## src/rtl/posit_div_denorm_seq_pkg.sv

```systemverilog
// Shared posit sizing helpers for the denormalized-posit datapath blocks.
// Scale/fraction widths derive from the posit word width, ES and operand flavour.
package posit_div_denorm_seq_pkg;

  typedef enum logic [0:0] {
    NORMAL,
    PRODUCT
  } pd_type_e;

  // Signed scale spans regime (log2 N bits) plus ES exponent bits plus sign.
  function automatic int get_scale_width(input int n, input int es, input pd_type_e t);
    int w;
    w = $clog2(n) + es + 1;
    if (t == PRODUCT) w = w + 1;
    return w;
  endfunction

  function automatic int get_fraction_width(input int n, input int es, input pd_type_e t);
    int w;
    w = n - 3 - es;
    if (t == PRODUCT) w = 2 * w + 1;
    return w;
  endfunction

  function automatic int get_max_scale(input int n, input int es);
    return (2 ** es) * (n - 2);
  endfunction

endpackage

```

## src/rtl/posit_div_denorm_seq_frac_iter.sv

```systemverilog
// Radix-2 restoring mantissa divider: one quotient bit per step, MSB first.
// Remainder stays below twice the divisor, so FW+2 bits are enough.
module posit_div_frac_iter #(
  parameter int FW = 12
) (
  input  logic          clk,
  input  logic          rst_n,
  input  logic          load_i,
  input  logic          step_i,
  input  logic [FW:0]   dividend_i,
  input  logic [FW:0]   divisor_i,
  output logic [FW+3:0] q_o,
  output logic          rem_nonzero_o
);

  logic [FW+1:0] rem_q;
  logic [FW:0]   div_q;
  logic [FW+3:0] q_q;
  logic [FW+1:0] diff;
  logic          ge;

  assign diff = rem_q - {1'b0, div_q};
  assign ge   = (rem_q >= {1'b0, div_q});

  // After a subtract (or a failed compare) the remainder is below the divisor,
  // so the dropped top bit is always zero before the shift.
  always_ff @(posedge clk or negedge rst_n) begin
    if (!rst_n) begin
      rem_q <= '0;
      div_q <= '0;
      q_q   <= '0;
    end else if (load_i) begin
      rem_q <= {1'b0, dividend_i};
      div_q <= divisor_i;
      q_q   <= '0;
    end else if (step_i) begin
      q_q   <= {q_q[FW+2:0], ge};
      rem_q <= ge ? {diff[FW:0], 1'b0} : {rem_q[FW:0], 1'b0};
    end
  end

  assign q_o           = q_q;
  assign rem_nonzero_o = |rem_q;

endmodule

```

## src/rtl/posit_div_denorm_seq.sv

```systemverilog
// Sequential divider on denormalized posits, emitting a denormalized quotient
// with guard/round/sticky for the downstream posit normalizer.
module posit_div_denorm_seq
  import posit_div_denorm_seq_pkg::*;
#(
  parameter int       POSIT_WIDTH = 32,
  parameter int       POSIT_ES    = 2,
  parameter pd_type_e PD_TYPE     = NORMAL,
  localparam int      SW          = get_scale_width(POSIT_WIDTH, POSIT_ES, PD_TYPE),
  localparam int      FW          = get_fraction_width(POSIT_WIDTH, POSIT_ES, PD_TYPE)
) (
  input  logic          clk,
  input  logic          rst_n,
  input  logic          in_valid,
  output logic          in_ready,
  input  logic          a_sign,
  input  logic [SW-1:0] a_scale,
  input  logic [FW-1:0] a_fraction,
  input  logic          a_zero,
  input  logic          a_NaR,
  input  logic          b_sign,
  input  logic [SW-1:0] b_scale,
  input  logic [FW-1:0] b_fraction,
  input  logic          b_zero,
  input  logic          b_NaR,
  output logic          out_valid,
  input  logic          out_ready,
  output logic          out_sign,
  output logic [SW-1:0] out_scale,
  output logic [FW-1:0] out_fraction,
  output logic          out_guard,
  output logic          out_round,
  output logic          out_sticky,
  output logic          out_zero,
  output logic          out_NaR
);

  localparam int CW  = $clog2(FW + 5);
  localparam int SCW = SW + 2;
  localparam logic signed [SCW-1:0] MAX_S = SCW'(get_max_scale(POSIT_WIDTH, POSIT_ES));

  typedef enum logic [1:0] {
    IDLE,
    DIV,
    NORM,
    DONE
  } state_e;

  state_e        state_q;
  logic [CW-1:0] cnt_q;
  logic          sign_q;
  logic [SW-1:0] a_scale_q, b_scale_q;
  logic          in_ready_q, out_valid_q, out_sign_q;
  logic [SW-1:0] out_scale_q;
  logic [FW-1:0] out_fraction_q;
  logic          out_guard_q, out_round_q, out_sticky_q, out_zero_q, out_NaR_q;

  logic          special, nar_in;
  logic          iter_load, iter_step;
  logic [FW+3:0] q;
  logic          rem_nz;

  logic signed [SCW-1:0] scale_ext;
  logic [SW-1:0] scale_d;
  logic [FW-1:0] frac_d;
  logic          guard_d, round_d, sticky_d;

  assign nar_in    = a_NaR | b_NaR | b_zero;
  assign special   = nar_in | a_zero;
  assign iter_load = (state_q == IDLE) & in_valid & ~special;
  assign iter_step = (state_q == DIV);

  posit_div_frac_iter #(.FW(FW)) u_iter (
    .clk          (clk),
    .rst_n        (rst_n),
    .load_i       (iter_load),
    .step_i       (iter_step),
    .dividend_i   ({1'b1, a_fraction}),
    .divisor_i    ({1'b1, b_fraction}),
    .q_o          (q),
    .rem_nonzero_o(rem_nz)
  );

  // A quotient below 1 loses one bit of scale and shifts its rounding window down.
  always_comb begin
    scale_ext = {{2{a_scale_q[SW-1]}}, a_scale_q} - {{2{b_scale_q[SW-1]}}, b_scale_q}
              - {{(SCW-1){1'b0}}, ~q[FW+3]};
    if (q[FW+3]) begin
      frac_d   = q[FW+2:3];
      guard_d  = q[2];
      round_d  = q[1];
      sticky_d = q[0] | rem_nz;
    end else begin
      frac_d   = q[FW+1:2];
      guard_d  = q[1];
      round_d  = q[0];
      sticky_d = rem_nz;
    end
    scale_d = scale_ext[SW-1:0];
    if (scale_ext > MAX_S) begin
      scale_d  = MAX_S[SW-1:0];
      frac_d   = '0;
      guard_d  = 1'b0;
      round_d  = 1'b0;
      sticky_d = 1'b0;
    end else if (scale_ext < -MAX_S) begin
      scale_d  = SW'(-MAX_S);
      frac_d   = '0;
      guard_d  = 1'b0;
      round_d  = 1'b0;
      sticky_d = 1'b0;
    end
  end

  always_ff @(posedge clk or negedge rst_n) begin
    if (!rst_n) begin
      state_q        <= IDLE;
      cnt_q          <= '0;
      sign_q         <= 1'b0;
      a_scale_q      <= '0;
      b_scale_q      <= '0;
      in_ready_q     <= 1'b1;
      out_valid_q    <= 1'b0;
      out_sign_q     <= 1'b0;
      out_scale_q    <= '0;
      out_fraction_q <= '0;
      out_guard_q    <= 1'b0;
      out_round_q    <= 1'b0;
      out_sticky_q   <= 1'b0;
      out_zero_q     <= 1'b0;
      out_NaR_q      <= 1'b0;
    end else begin
      case (state_q)
        IDLE: begin
          if (in_valid) begin
            sign_q     <= a_sign ^ b_sign;
            a_scale_q  <= a_scale;
            b_scale_q  <= b_scale;
            in_ready_q <= 1'b0;
            if (special) begin
              state_q        <= DONE;
              out_valid_q    <= 1'b1;
              out_sign_q     <= a_sign ^ b_sign;
              out_scale_q    <= '0;
              out_fraction_q <= '0;
              out_guard_q    <= 1'b0;
              out_round_q    <= 1'b0;
              out_sticky_q   <= 1'b0;
              out_NaR_q      <= nar_in;
              out_zero_q     <= ~nar_in;
            end else begin
              state_q <= DIV;
              cnt_q   <= CW'(FW + 3);
            end
          end
        end
        DIV: begin
          if (cnt_q == '0) state_q <= NORM;
          else cnt_q <= cnt_q - CW'(1);
        end
        NORM: begin
          state_q        <= DONE;
          out_valid_q    <= 1'b1;
          out_sign_q     <= sign_q;
          out_scale_q    <= scale_d;
          out_fraction_q <= frac_d;
          out_guard_q    <= guard_d;
          out_round_q    <= round_d;
          out_sticky_q   <= sticky_d;
          out_zero_q     <= 1'b0;
          out_NaR_q      <= 1'b0;
        end
        DONE: begin
          if (out_ready) begin
            state_q     <= IDLE;
            out_valid_q <= 1'b0;
            in_ready_q  <= 1'b1;
          end
        end
        default: state_q <= IDLE;
      endcase
    end
  end

  assign in_ready     = in_ready_q;
  assign out_valid    = out_valid_q;
  assign out_sign     = out_sign_q;
  assign out_scale    = out_scale_q;
  assign out_fraction = out_fraction_q;
  assign out_guard    = out_guard_q;
  assign out_round    = out_round_q;
  assign out_sticky   = out_sticky_q;
  assign out_zero     = out_zero_q;
  assign out_NaR      = out_NaR_q;

endmodule

```

## config.mk

```make
export PLATFORM = sky130hd
export DESIGN_NAME = posit_div_denorm_seq
export DESIGN_NICKNAME = d
export VERILOG_FILES = /design/src/rtl/posit_div_denorm_seq_pkg.sv /design/src/rtl/posit_div_denorm_seq_frac_iter.sv /design/src/rtl/posit_div_denorm_seq.sv
export SDC_FILE = /design/constraint.sdc
export NUM_CORES = 1
export LEC_CHECK = 0
export CELL_PAD_IN_SITES_DETAIL_PLACEMENT = 0
export CELL_PAD_IN_SITES_GLOBAL_PLACEMENT = 2
export CORE_MARGIN = 1
export CORE_UTILIZATION = 35
export DETAILED_ROUTE_END_ITERATION = 6
export GPL_TIMING_DRIVEN = 0
export PLACE_DENSITY_LB_ADDON = 0.1
export SYNTH_ARGS = -nofsm -noshare
export SYNTH_HDL_FRONTEND = slang
export SYNTH_SLANG_ARGS = --single-unit
```

## constraint.sdc

```tcl
create_clock -name clk -period 6 [get_ports clk]
set_input_delay 0.6 -clock clk [delete_from_list [all_inputs] [get_ports clk]]
set_output_delay 0.6 -clock clk [all_outputs]
set_load 0.05 [all_outputs]
```

==> results of run 1 <==
state kept, by name, summed over array words and instances (netlist names), 2 cells and up:
name          flops
u_iter.rem_q     29
state_q           2
u_iter.q_o       31
b_scale_q         8
cnt_q             5
out_scale         8
u_iter.div_q     28
out_fraction     27
a_scale_q         8
metrics by stage:
step | instance area [um2] | util
finish | 11500 | 0.443
global route | 11500 | 0.443
CTS | 11500 | 0.443
detailed placement | 10900 | 0.420
global placement | 10900 | 0.419
floorplan | 9250 | -
final timing paths:
path                                 from               end  slack, ps  cells after the start
min                                 rst_n      a_scale_q[6]         90                      1
max                        u_iter.q_o[30]   out_fraction[3]       1020                     17
min reg2reg                  out_scale[7]      out_scale[7]        470                      2
max reg2reg                u_iter.q_o[30]   out_fraction[3]       1020                     17
min in group clk             out_scale[7]      out_scale[7]        470                      2
max in group asynchronous           rst_n  u_iter.rem_q[25]       5060                      2
layer usage:
metal  GRT usage  up-vias
met5           0        -
met4      0.0559        0
met3      0.0226       27
met2       0.344      126
met1       0.268     3631
li1            -     3801
cells by family (layout without fill, tap and decap cells):
family | count (synthesis) | after routing | share of synthesized area
AND/OR/NAND/NOR | 279 | 279 | 0.139
AO/OA/AOI/OAI | 275 | 275 | 0.197
flip-flops | 155 | 155 | 0.419
buffers and inverters | 123 | 278 | 0.0529
multiplexers | 80 | 80 | 0.0887
adder cells (fa/ha/maj) | 53 | 53 | 0.0741
XOR/XNOR | 31 | 31 | 0.0294
cell usage after synthesis, types with 5 or more instances:
library cell,instances
dfrtp_1,154
nand2_1,131
o21ai_0,89
inv_1,67
mux2i_1,64
nor2_1,57
ha_1,50
a21oi_1,49
clkbuf_1,44
o21ai_2,30
a211oi_1,19
xnor2_1,18
a21o_1,17
mux2_2,16
nand3_1,14
and3_1,13
xor2_1,13
a31oi_1,11
nor3_1,11
nor4_1,10
nand4_1,8
nand2b_1,7
a22o_1,6
o21a_1,6
o21ai_1,6
buf_1,5
o31ai_1,5
report_power, final:
part / switching (W) / leakage, nW / total, W / internal, W
logic: 0.00289 / 2.97 / 0.00481 / 0.00192
clock network: 0.000515 / 0.275 / 0.00107 / 0.000554
registers: 0.000348 / 1.83 / 0.00185 / 0.00150
total: 0.00376 / 5.07 / 0.00773 / 0.00397
final cells by class:
type                    count  area (um2)  area share
repair buffers            123        1250       0.109
clock inverters            15         155      0.0135
flip-flops and latches    155        3880       0.337
multi-input cells         718        4880       0.424
plain buffers              56         238      0.0207
inverters                  67         251      0.0219
well taps                 335         419      0.0364
clock buffers              17         425      0.0370
worst register-to-register path, delay by kind of cell (launching register included):
kind	cells	cell delay [ps]
AO/OA/AOI/OAI	5	1090
flip-flops	1	320
XOR/XNOR	1	210
adder cells (fa/ha/maj)	3	1110
buffers and inverters	5	1170
AND/OR/NAND/NOR	3	980
==> summary.md, run 1 <==
| Metric | Value |
|---|---|
| Post CTS Setup Buffer Count | 0 |
| Global-route wire length before repair | 41900 um |
| Grt ovf | 0 |
| Peak VDD IR | 314 uV |
| Buffers & Inverters on Critical Path | 5 |
| Ys flop type | dfrtp_1 |
| Final setup TNS | 0 ps |
| Maximum clock rate | 201 MHz |
| Initial antenna violation count | 0 |
| Worst Path Max Fanout | 10 |
| Die X | around 160 um |
| CTS Sinks | 155 |
| Diode count | 0 |
| Least-Margin Pin Slew | ~760 ps |
| Vias in the first global route | around 7600 |
| Setup WS post-layout | 1020 ps |
| Startpoint type of the worst setup path | register |
| Core Region | 26000 um2 |
| Via count | 7585 |
| Met1 wire length | 12000 um |
| Syn nets | between 1000 and 1500 |
| Crit-path leading delay family | buffers and inverters |
| Final HPWL DP | roughly 19000 um |
| Initial Util | 0.356 |
| H-tree levels | 4 |
| Status | complete, no violations |
| Post-Synthesis Cells | between 900 and 1000 |
| Top layer in use | met4 |
| Pre-CTS setup slack | 1020 ps |
| Average size of a mapped cell | 9.29 um2 |
| Gpl congestion | between 0.8 and 0.9 |
| Net count, final | 1271 |
| RSZ-0062 raised after global routing | no |
| Ys Warns | 0 |
| Vias per std cell | 5.10 |
| Worst setup EP type | register |
| Routed wire length per instance | 17.3 um |
| Num CTS Buffers | 17 |
| Largest net degree at the start of global routing | 97 |
| Max_slew headroom | 0.489 |
| CTS tree | done |
| Final Max Slew Viols | 0 |
| CP max-delay cell | clkbuf_1 |
| Min-delay worst type | in -> async |
| Seq/Total Area, Yosys | 0.419 |
| Final total power | 0.00773 W |
| Pleak | about 5.1 nW |
| Final hold violations | 0 |
| Clock latency on the worst-skew pair | between 400 and 500 ps |
| Routed met3 length | 615 um |
| Root Driver | clkbuf_16 |
| DRT Wirelength | 25700 um |
| Yosys reg bits | around 160 |
| Io pins | about 120 |
| Worst hold slack | about 86 ps |
| P&R area growth vs syn | 24.4% |
| Input/output buffers | 122 |
| Hold Buf Count CTS | 0 |
| Power Density | approximately 670 nW/um2 |
| Total of max-cap violations | 0 |
| Total die area | 27100 um2 |
| Worst setup path class | reg -> reg |
| Mapped Area | 9250 um2 |
| # DRC | 0 |
| Total Routing Usage GR | 0.201 |
| Area leader, netlist | dfrtp_1 |
| Fillers | 2677 |
| CP Cell Sequence | clkbuf_1 -> clkbuf_1 -> inv_1 -> fa_1 -> inv_1 -> ha_1 -> or2_2 -> fa_1 -> nand2b_1 -> a2111oi_4 -> o31ai_1 -> a21oi_2 -> xnor2_1 -> a31oi_1 -> or3b_4 -> buf_6 -> o21ai_2 |
| Layout cells sized above 1 | 0.0860 |
| Worst EP arrival | 5330 ps |
| Post-synthesis cell type count | 64 |
| Cell Rows | 59 |
| Post-CTS Resized | 0 |
| Final setup fails | 0 |
| Period minus WS final | between 4000 and 5000 ps |
| Synth top area share | 0.417 |
| Initial DRC Count | 371 |
| Most common cell after layout, fill and taps aside | dfrtp_1 |
| Post-synth EDFFs | 0 |
| Post-synthesis async set-or-reset flop share | 1.00 |
| Die Height | ~160 um |
| Dpl cells | 1454 |
| Crit path largest cell delay | between 500 and 600 ps |
| Worst endpoint required time | 6360 ps |
| ANT nets after route | 0 |
| Final Skew | 12.9 ps |
| Clock slew at reported path FFs | around 70 ps |
| WL met2 | ~13000 um |
| Top cells by area, synth | dfrtp_1 42%, mux2i_1 6.9%, ha_1 6.8% |
| Drt first pass iters | 4 |
| Final Non-Filler Cells | 1486 |
| Tcrit/Tclk final | 0.829 |
| Clock Path Buffers | 2 |
| Most frequent cells in the layout | 154 x dfrtp_1, 131 x nand2_1, 121 x clkdlybuf4s50_1 |
Note: power is estimated with default switching activity, not from simulation.
==> run 2, diff against run 1 <==
clock period = 4.6 ns   (was 6 ns; I/O delays follow)
==> run 2 against run 1 <==
Total power is 32% higher. Worst hold slack better by 380 ps. Final area is 0.41% higher. Largest power group unchanged. Combinational power rose by 33%. Register-to-register slack worse by 750 ps. Core utilization grew 0.18 points. Final cell count did not move. Setup slack got worse by 750 ps.
==> summary.md, run 2 (same netlist as run 1, synthesis figures left out) <==
| Metric | Value |
|---|---|
| Hold Path Sink | out_scale[7] |
| Cell Rows | 59 (unchanged) |
| Global-route wire length before repair | 42000 um (about the same) |
| Largest net degree at the start of global routing | 97 (unchanged) |
| Min-delay worst type | reg -> reg |
| R2R Path End | out_fraction[3] |
| Max_slew headroom | 0.484 (-0.00544) |
| Drt first pass iters | 4 (unchanged) |
| Final Skew | 12.6 ps (-0.292 ps) |
| Worst hold slack | 465 ps (+379 ps) |
| Final hold violations | 0 (unchanged) |
| Routed wire length per instance | 17.3 um (about the same) |
| Initial antenna violation count | 0 (unchanged) |
| Period minus WS final | 4320 ps (-655 ps) |
| # DRC | 0 (unchanged) |
| Clock slew at reported path FFs | 70 ps (about the same) |
| P&R area growth vs syn | 24.9% |
| DRT Wirelength | 25700 um (about the same) |
| Total of max-cap violations | 0 (unchanged) |
| Grt ovf | 0 (unchanged) |
| Initial Util | 0.356 (unchanged) |
| Vias per std cell | 5.07 (-0.59%) |
| Largest register FFs | 31 (unchanged) |
| Reg-to-Reg Start | u_iter.q_o[30] |
| H-tree levels | 4 (unchanged) |
| Io pins | 123 (unchanged) |
| Input/output buffers | 122 (unchanged) |
| Worst endpoint required time | 4960 ps (-1400 ps) |
| FF-to-FF path depth | 16 (-1) |
| ANT nets after route | 0 (unchanged) |
| Worst setup EP type | register |
| Startpoint type of the worst setup path | register |
| Die X | 165 um (unchanged) |
| Fillers | 2676 (-0.037%) |
| Vias in the first global route | 7621 (+0.079%) |
| Setup WS post-layout | 279 ps (-745 ps) |
| Pre-CTS setup slack | -380 ps (-1400 ps) |
| Status | complete, no violations |
| Num CTS Buffers | 17 (unchanged) |
| Pleak | 5.09 nW (+0.41%) |
| Worst Path Max Fanout | 10 (unchanged) |
| Core Region | 26000 um2 (unchanged) |
| Root Driver | clkbuf_16 |
| Maximum clock rate | 231 MHz (+15%) |
| Diode count | 0 (unchanged) |
| Via count | 7540 (-0.59%) |
| Clock Path Buffers | 2 (unchanged) |
| Most frequent cells in the layout | 153 x dfrtp_1, 131 x nand2_1, 121 x clkdlybuf4s50_1 |
| Initial DRC Count | 371 (unchanged) |
| Layout cells sized above 1 | 0.0904 (+0.00434) |
| Final Max Slew Viols | 0 (unchanged) |
| RSZ-0062 raised after global routing | no |
| Beginning of the worst hold path | out_scale[7] |
| Clock latency on the worst-skew pair | 430 ps (about the same) |
| Worst setup path class | reg -> reg |
| Final setup fails | 0 (unchanged) |
| Final setup TNS | 0 ps (unchanged) |
| Power Density | 884 nW/um2 (+32%) |
| Least-Margin Pin Slew | 773 ps (+8.14 ps) |
| Total die area | 27100 um2 (unchanged) |
| R2R Setup Slk | 280 ps (-750 ps) |
| Die Height | 165 um (unchanged) |
| CTS Sinks | 155 (unchanged) |
| Total Routing Usage GR | 0.201 (unchanged) |
| Gpl congestion | 0.815 (unchanged) |
| Net count, final | 1271 (unchanged) |
| Worst EP arrival | 4680 ps (-650 ps) |
| Final HPWL DP | 19400 um (unchanged) |
| Peak VDD IR | 439 uV (+40%) |
| Most common cell after layout, fill and taps aside | dfrtp_1 |
| Hold Path Depth | 2 |
| Tcrit/Tclk final | 0.939 (+0.110) |
| CTS tree | done |
run 2: cell types whose count changed in the layout (fill, tap and decap cells not counted):
cell	change
xnor2_2	+2
clkbuf_1	-2
dlygate4sd3_1	+1
a31oi_1	-1
clkbuf_8	+1
a31oi_4	+1
xnor2_1	-2
dfrtp_2	+1
dfrtp_1	-1
run 2: where the power goes:
group,internal [W],switching (W),total [W]
logic,0.00256,0.00383,0.00640
registers,0.00196,0.000462,0.00242
clock network,0.000722,0.000671,0.00139
run 2: worst max-delay path by stage:
stage / cells past startpoint / from / slack (ps) / to
2_1_floorplan: 17 / u_iter.q_o[30] / 180 / out_fraction[0]
4_1_cts: 17 / u_iter.q_o[30] / 30 / out_fraction[18]
5_1_grt: 16 / u_iter.q_o[30] / 10 / out_fraction[23]
6_report: 16 / u_iter.q_o[30] / 280 / out_fraction[3]
3_5_place_dp: 17 / u_iter.q_o[30] / -380 / out_fraction[15]
3_3_place_gp: 1 / rst_n / -3700 / u_iter.rem_q[20]
run 2: per-layer routing:
| layer | GRT usage | wire (um) |
|---|---|---|
| met4 | 0.0559 | 340 |
| met1 | 0.268 | 12000 |
| met3 | 0.0226 | 661 |
| met5 | 0 | 0 |
| met2 | 0.344 | 12700 |
run 2: timing repair:
item,4_1_cts,5_1_grt
gates resized for setup,3,5
setup buffers,0,0
pin swaps,0,2
setup endpoints to repair,37,33
hold buffers,1,0
hold endpoints to repair,44,0
run 2: worst max-delay path: stages (launching register included):
cell	delay (ps)
dfrtp_2	420
clkbuf_8	210
inv_1	80
fa_1	500
inv_1	40
ha_1	170
or2_2	280
fa_1	400
nand2b_1	210
a2111oi_4	400
nor2_1	130
xnor2_2	180
nor4_1	110
o31ai_4	330
or3b_4	470
buf_6	180
o21ai_2	130
run 2: stage by stage:
stage / cell area, um2 / std cells / util / total power, W
3_5_place_dp: 10900 / 1454 / 0.420 / 0.00873
4_1_cts: 11500 / 1487 / 0.443 / 0.0102
6_report: 11600 / 1486 / 0.445 / 0.0102
5_1_grt: 11600 / 1486 / 0.445 / 0.0112
3_3_place_gp: 10900 / 1453 / 0.419 / 0.00872
2_1_floorplan: 9250 / 996 / - / 0.00711
run 2: cell type report:
type                       count  area [um2]  share of cell area
clock inverter                15         155              0.0134
buffer                        55         244              0.0211
tap                          335         419              0.0363
sequential                   155        3880               0.336
clock buffer                  17         425              0.0368
multi-input combinational    718        4910               0.425
timing repair buffer         124        1260               0.109
inverter                      67         251              0.0218
==> run 3, diff against run 2 <==
CORE_MARGIN = 2   (was 1)
==> run 3 against run 2 <==
Critical path type unchanged. Fmax decreased by 0.56%. Via count rose by 1.3%. Largest power group unchanged. Sequential share of layout area fell by 0.17 points. Total power rose by 2.0%.
==> summary.md, run 3 (same netlist as run 1, synthesis figures left out) <==
| Metric | Value |
|---|---|
| Status | complete, no violations |
| Worst endpoint required time | 4960 ps (about the same) |
| Final Non-Filler Cells | 1490 (+0.27%) |
| Switch Pwr | 0.00502 W (+1.1%) |
| Die X | 167 um (+1.2%) |
| Grt ovf | 0 (unchanged) |
| Initial antenna violation count | 0 (unchanged) |
| Input/output buffers | 122 (unchanged) |
| Sequential share of power | 0.233 (-0.004) |
| Startpoint type of the worst setup path | register |
| Final setup fails | 0 (unchanged) |
| Worst setup EP type | register |
| Final HPWL DP | 19500 um (+0.59%) |
| Setup WS post-layout | 255 ps (-24.3 ps) |
| Io pins | 123 (unchanged) |
| Design Area, Final | 11600 um2 (+0.51%) |
| Largest net degree at the start of global routing | 96 (-1.0%) |
| Final Skew | 11.9 ps (-0.706 ps) |
| Die Height | 167 um (+1.2%) |
| Most common cell after layout, fill and taps aside | dfrtp_1 |
| CP Cell Sequence | clkbuf_8 -> inv_1 -> fa_1 -> inv_1 -> ha_1 -> or2_2 -> fa_1 -> nand2b_1 -> a2111oi_4 -> nor2_1 -> xnor2_2 -> nor4_1 -> o31ai_4 -> or3b_4 -> buf_6 -> o21ai_2 |
| Net count, final | 1275 (+0.31%) |
| Diode count | 0 (unchanged) |
| Least-Margin Pin Slew | 828 ps (+55.6 ps) |
| Most frequent cells in the layout | 153 x dfrtp_1, 131 x nand2_1, 121 x clkdlybuf4s50_1 |
| Internal power consumption | 0.00539 W (+2.8%) |
| Vias in the first global route | 7798 (+2.3%) |
| H-tree levels | 4 (unchanged) |
| Via count | 7635 (+1.3%) |
| Worst Path Max Fanout | 10 (unchanged) |
| Beginning of the worst hold path | u_iter.div_q[27] |
| Initial Util | 0.356 (unchanged) |
| Post-DP Area | 10900 um2 (unchanged) |
| Reg-to-Reg Start | u_iter.q_o[30] |
| Pre-CTS setup slack | -402 ps (-21.5 ps) |
| Worst EP arrival | 4710 ps (+30 ps) |
| Routed wire length per instance | 17.7 um (+2.5%) |
| Pleak | 5.14 nW (+0.81%) |
| Final Util | 0.447 (+0.00226) |
| Maximum clock rate | 230 MHz (-0.56%) |
| Vias per std cell | 5.12 (+0.99%) |
| Clock slew at reported path FFs | 70 ps (about the same) |
| Cell Rows | 59 (unchanged) |
| Final Max Slew Viols | 0 (unchanged) |
| Power Density | 897 nW/um2 (+1.4%) |
| Min-delay worst type | reg -> reg |
| Worst setup path class | reg -> reg |
| CTS tree | done |
| Period minus WS final | 4350 ps (+24.3 ps) |
| Peak VDD IR | 362 uV (-17%) |
| Crit path largest cell delay | 500 ps (about the same) |
| Clock power frac | 0.144 (+0.008) |
| P&R area growth vs syn | 25.5% |
| Total die area | 27700 um2 (+2.4%) |
| Total Routing Usage GR | 0.194 (-0.00766) |
| CP max-delay cell | fa_1 |
| Total of max-cap violations | 0 (unchanged) |
| Max_slew headroom | 0.448 (-0.0361) |
| Fillers | 2625 (-1.9%) |
| Gate power share | 0.623 (-0.004) |
| Switching share of power | 0.482 (-0.00421) |
| CTS Sinks | 155 (unchanged) |
| Drt first pass iters | 5 (+1) |
| Global-route wire length before repair | 43000 um (+2.4%) |
| Tcrit/Tclk final | 0.945 (+0.00528) |
| Num CTS Buffers | 17 (unchanged) |
| DRT Wirelength | 26400 um (+2.8%) |
| Root Driver | clkbuf_16 |
| ANT nets after route | 0 (unchanged) |
| # DRC | 0 (unchanged) |
| Clock Path Buffers | 2 (unchanged) |
| Core Region | 26000 um2 (unchanged) |
| Gpl congestion | 0.841 (+3.1%) |
| Layout cells sized above 1 | 0.0926 (+0.00228) |
| Final hold violations | 0 (unchanged) |
| Clock latency on the worst-skew pair | 440 ps (about the same) |
| Dpl cells | 1454 (unchanged) |
| Largest register FFs | 31 (unchanged) |
| Worst setup path start | u_iter.q_o[30] |
| Initial DRC Count | 390 (+5.1%) |
[run 3: changes by cell type in the layout (fill, tap and decap cells not counted), moves of 2 or more]
cell and delta:
buf_4 +4, clkinv_4 -2, clkinv_8 +3, clkinvlp_4 -3, inv_6 +2
[run 3: layer usage]
layer / share of wire / GRT usage / up-vias
met5: 0 / 0 / -
met4: 0.018 / 0.0592 / 0
met3: 0.032 / 0.0264 / 35
met2: 0.49 / 0.329 / 157
met1: 0.46 / 0.257 / 3624
li1: - / - / 3819
[run 3: power by group through the flow]
stage / combinational [W] / clock (W) / sequential [W]
final: 0.00648 / 0.00150 / 0.00243
after CTS: 0.00637 / 0.00153 / 0.00242
after floorplan: 0.00450 / 0 / 0.00261
after global routing: 0.00723 / 0.00160 / 0.00251
after detailed placement: 0.00631 / 0 / 0.00244
after global placement: 0.00628 / 0 / 0.00244
[run 3: worst max-delay path, delay by kind of cell, from the launching register on]
family / cells / cell delay [ps]
xor+xnor: 1 / 190
fa+ha+maj: 3 / 1080
compound gates: 3 / 830
simple gates: 5 / 1210
buf+inv: 4 / 520
flops: 1 / 430
[run 3: layout make-up]
| cell class | count | area [um2] | share of cell area |
|---|---|---|---|
| multi-input combinational | 718 | 4890 | 0.422 |
| sequential | 155 | 3880 | 0.334 |
| timing repair buffer | 128 | 1290 | 0.111 |
| clock buffer | 17 | 425 | 0.0366 |
| tap | 335 | 419 | 0.0361 |
| inverter | 67 | 251 | 0.0217 |
| buffer | 55 | 244 | 0.0210 |
| clock inverter | 15 | 200 | 0.0172 |
[run 3: final timing paths]
kind | to | slack [ps] | cells after the start
setup reg to reg | out_guard | 250 | 16
hold / removal | u_iter.div_q[27] | 460 | 2
hold reg to reg | u_iter.div_q[27] | 460 | 2
max in group asynchronous | u_iter.q_o[30] | 3160 | 3
setup / recovery | out_guard | 250 | 16
min in group asynchronous | a_scale_q[6] | 550 | 2
[run 3: what timing repair did]
action	in CTS	in global routing
resized for setup	4	2
buffers inserted	0	4
hold buffers	1	0
pin swaps	0	2
endpoints found under the hold margin	48	0
endpoints found under the setup margin	37	30
[run 3: metrics by stage]
| stage | power [W] | hold WS (ps) | setup TNS [ps] |
|---|---|---|---|
| floorplan | 0.00711 | 164 | 0 |
| global placement | 0.00872 | 433 | -595180 |
| detailed placement | 0.00875 | 436 | -12380 |
| CTS | 0.0103 | 452 | 0 |
| global route | 0.0113 | 492 | -4.49 |
| finish | 0.0104 | 457 | 0 |
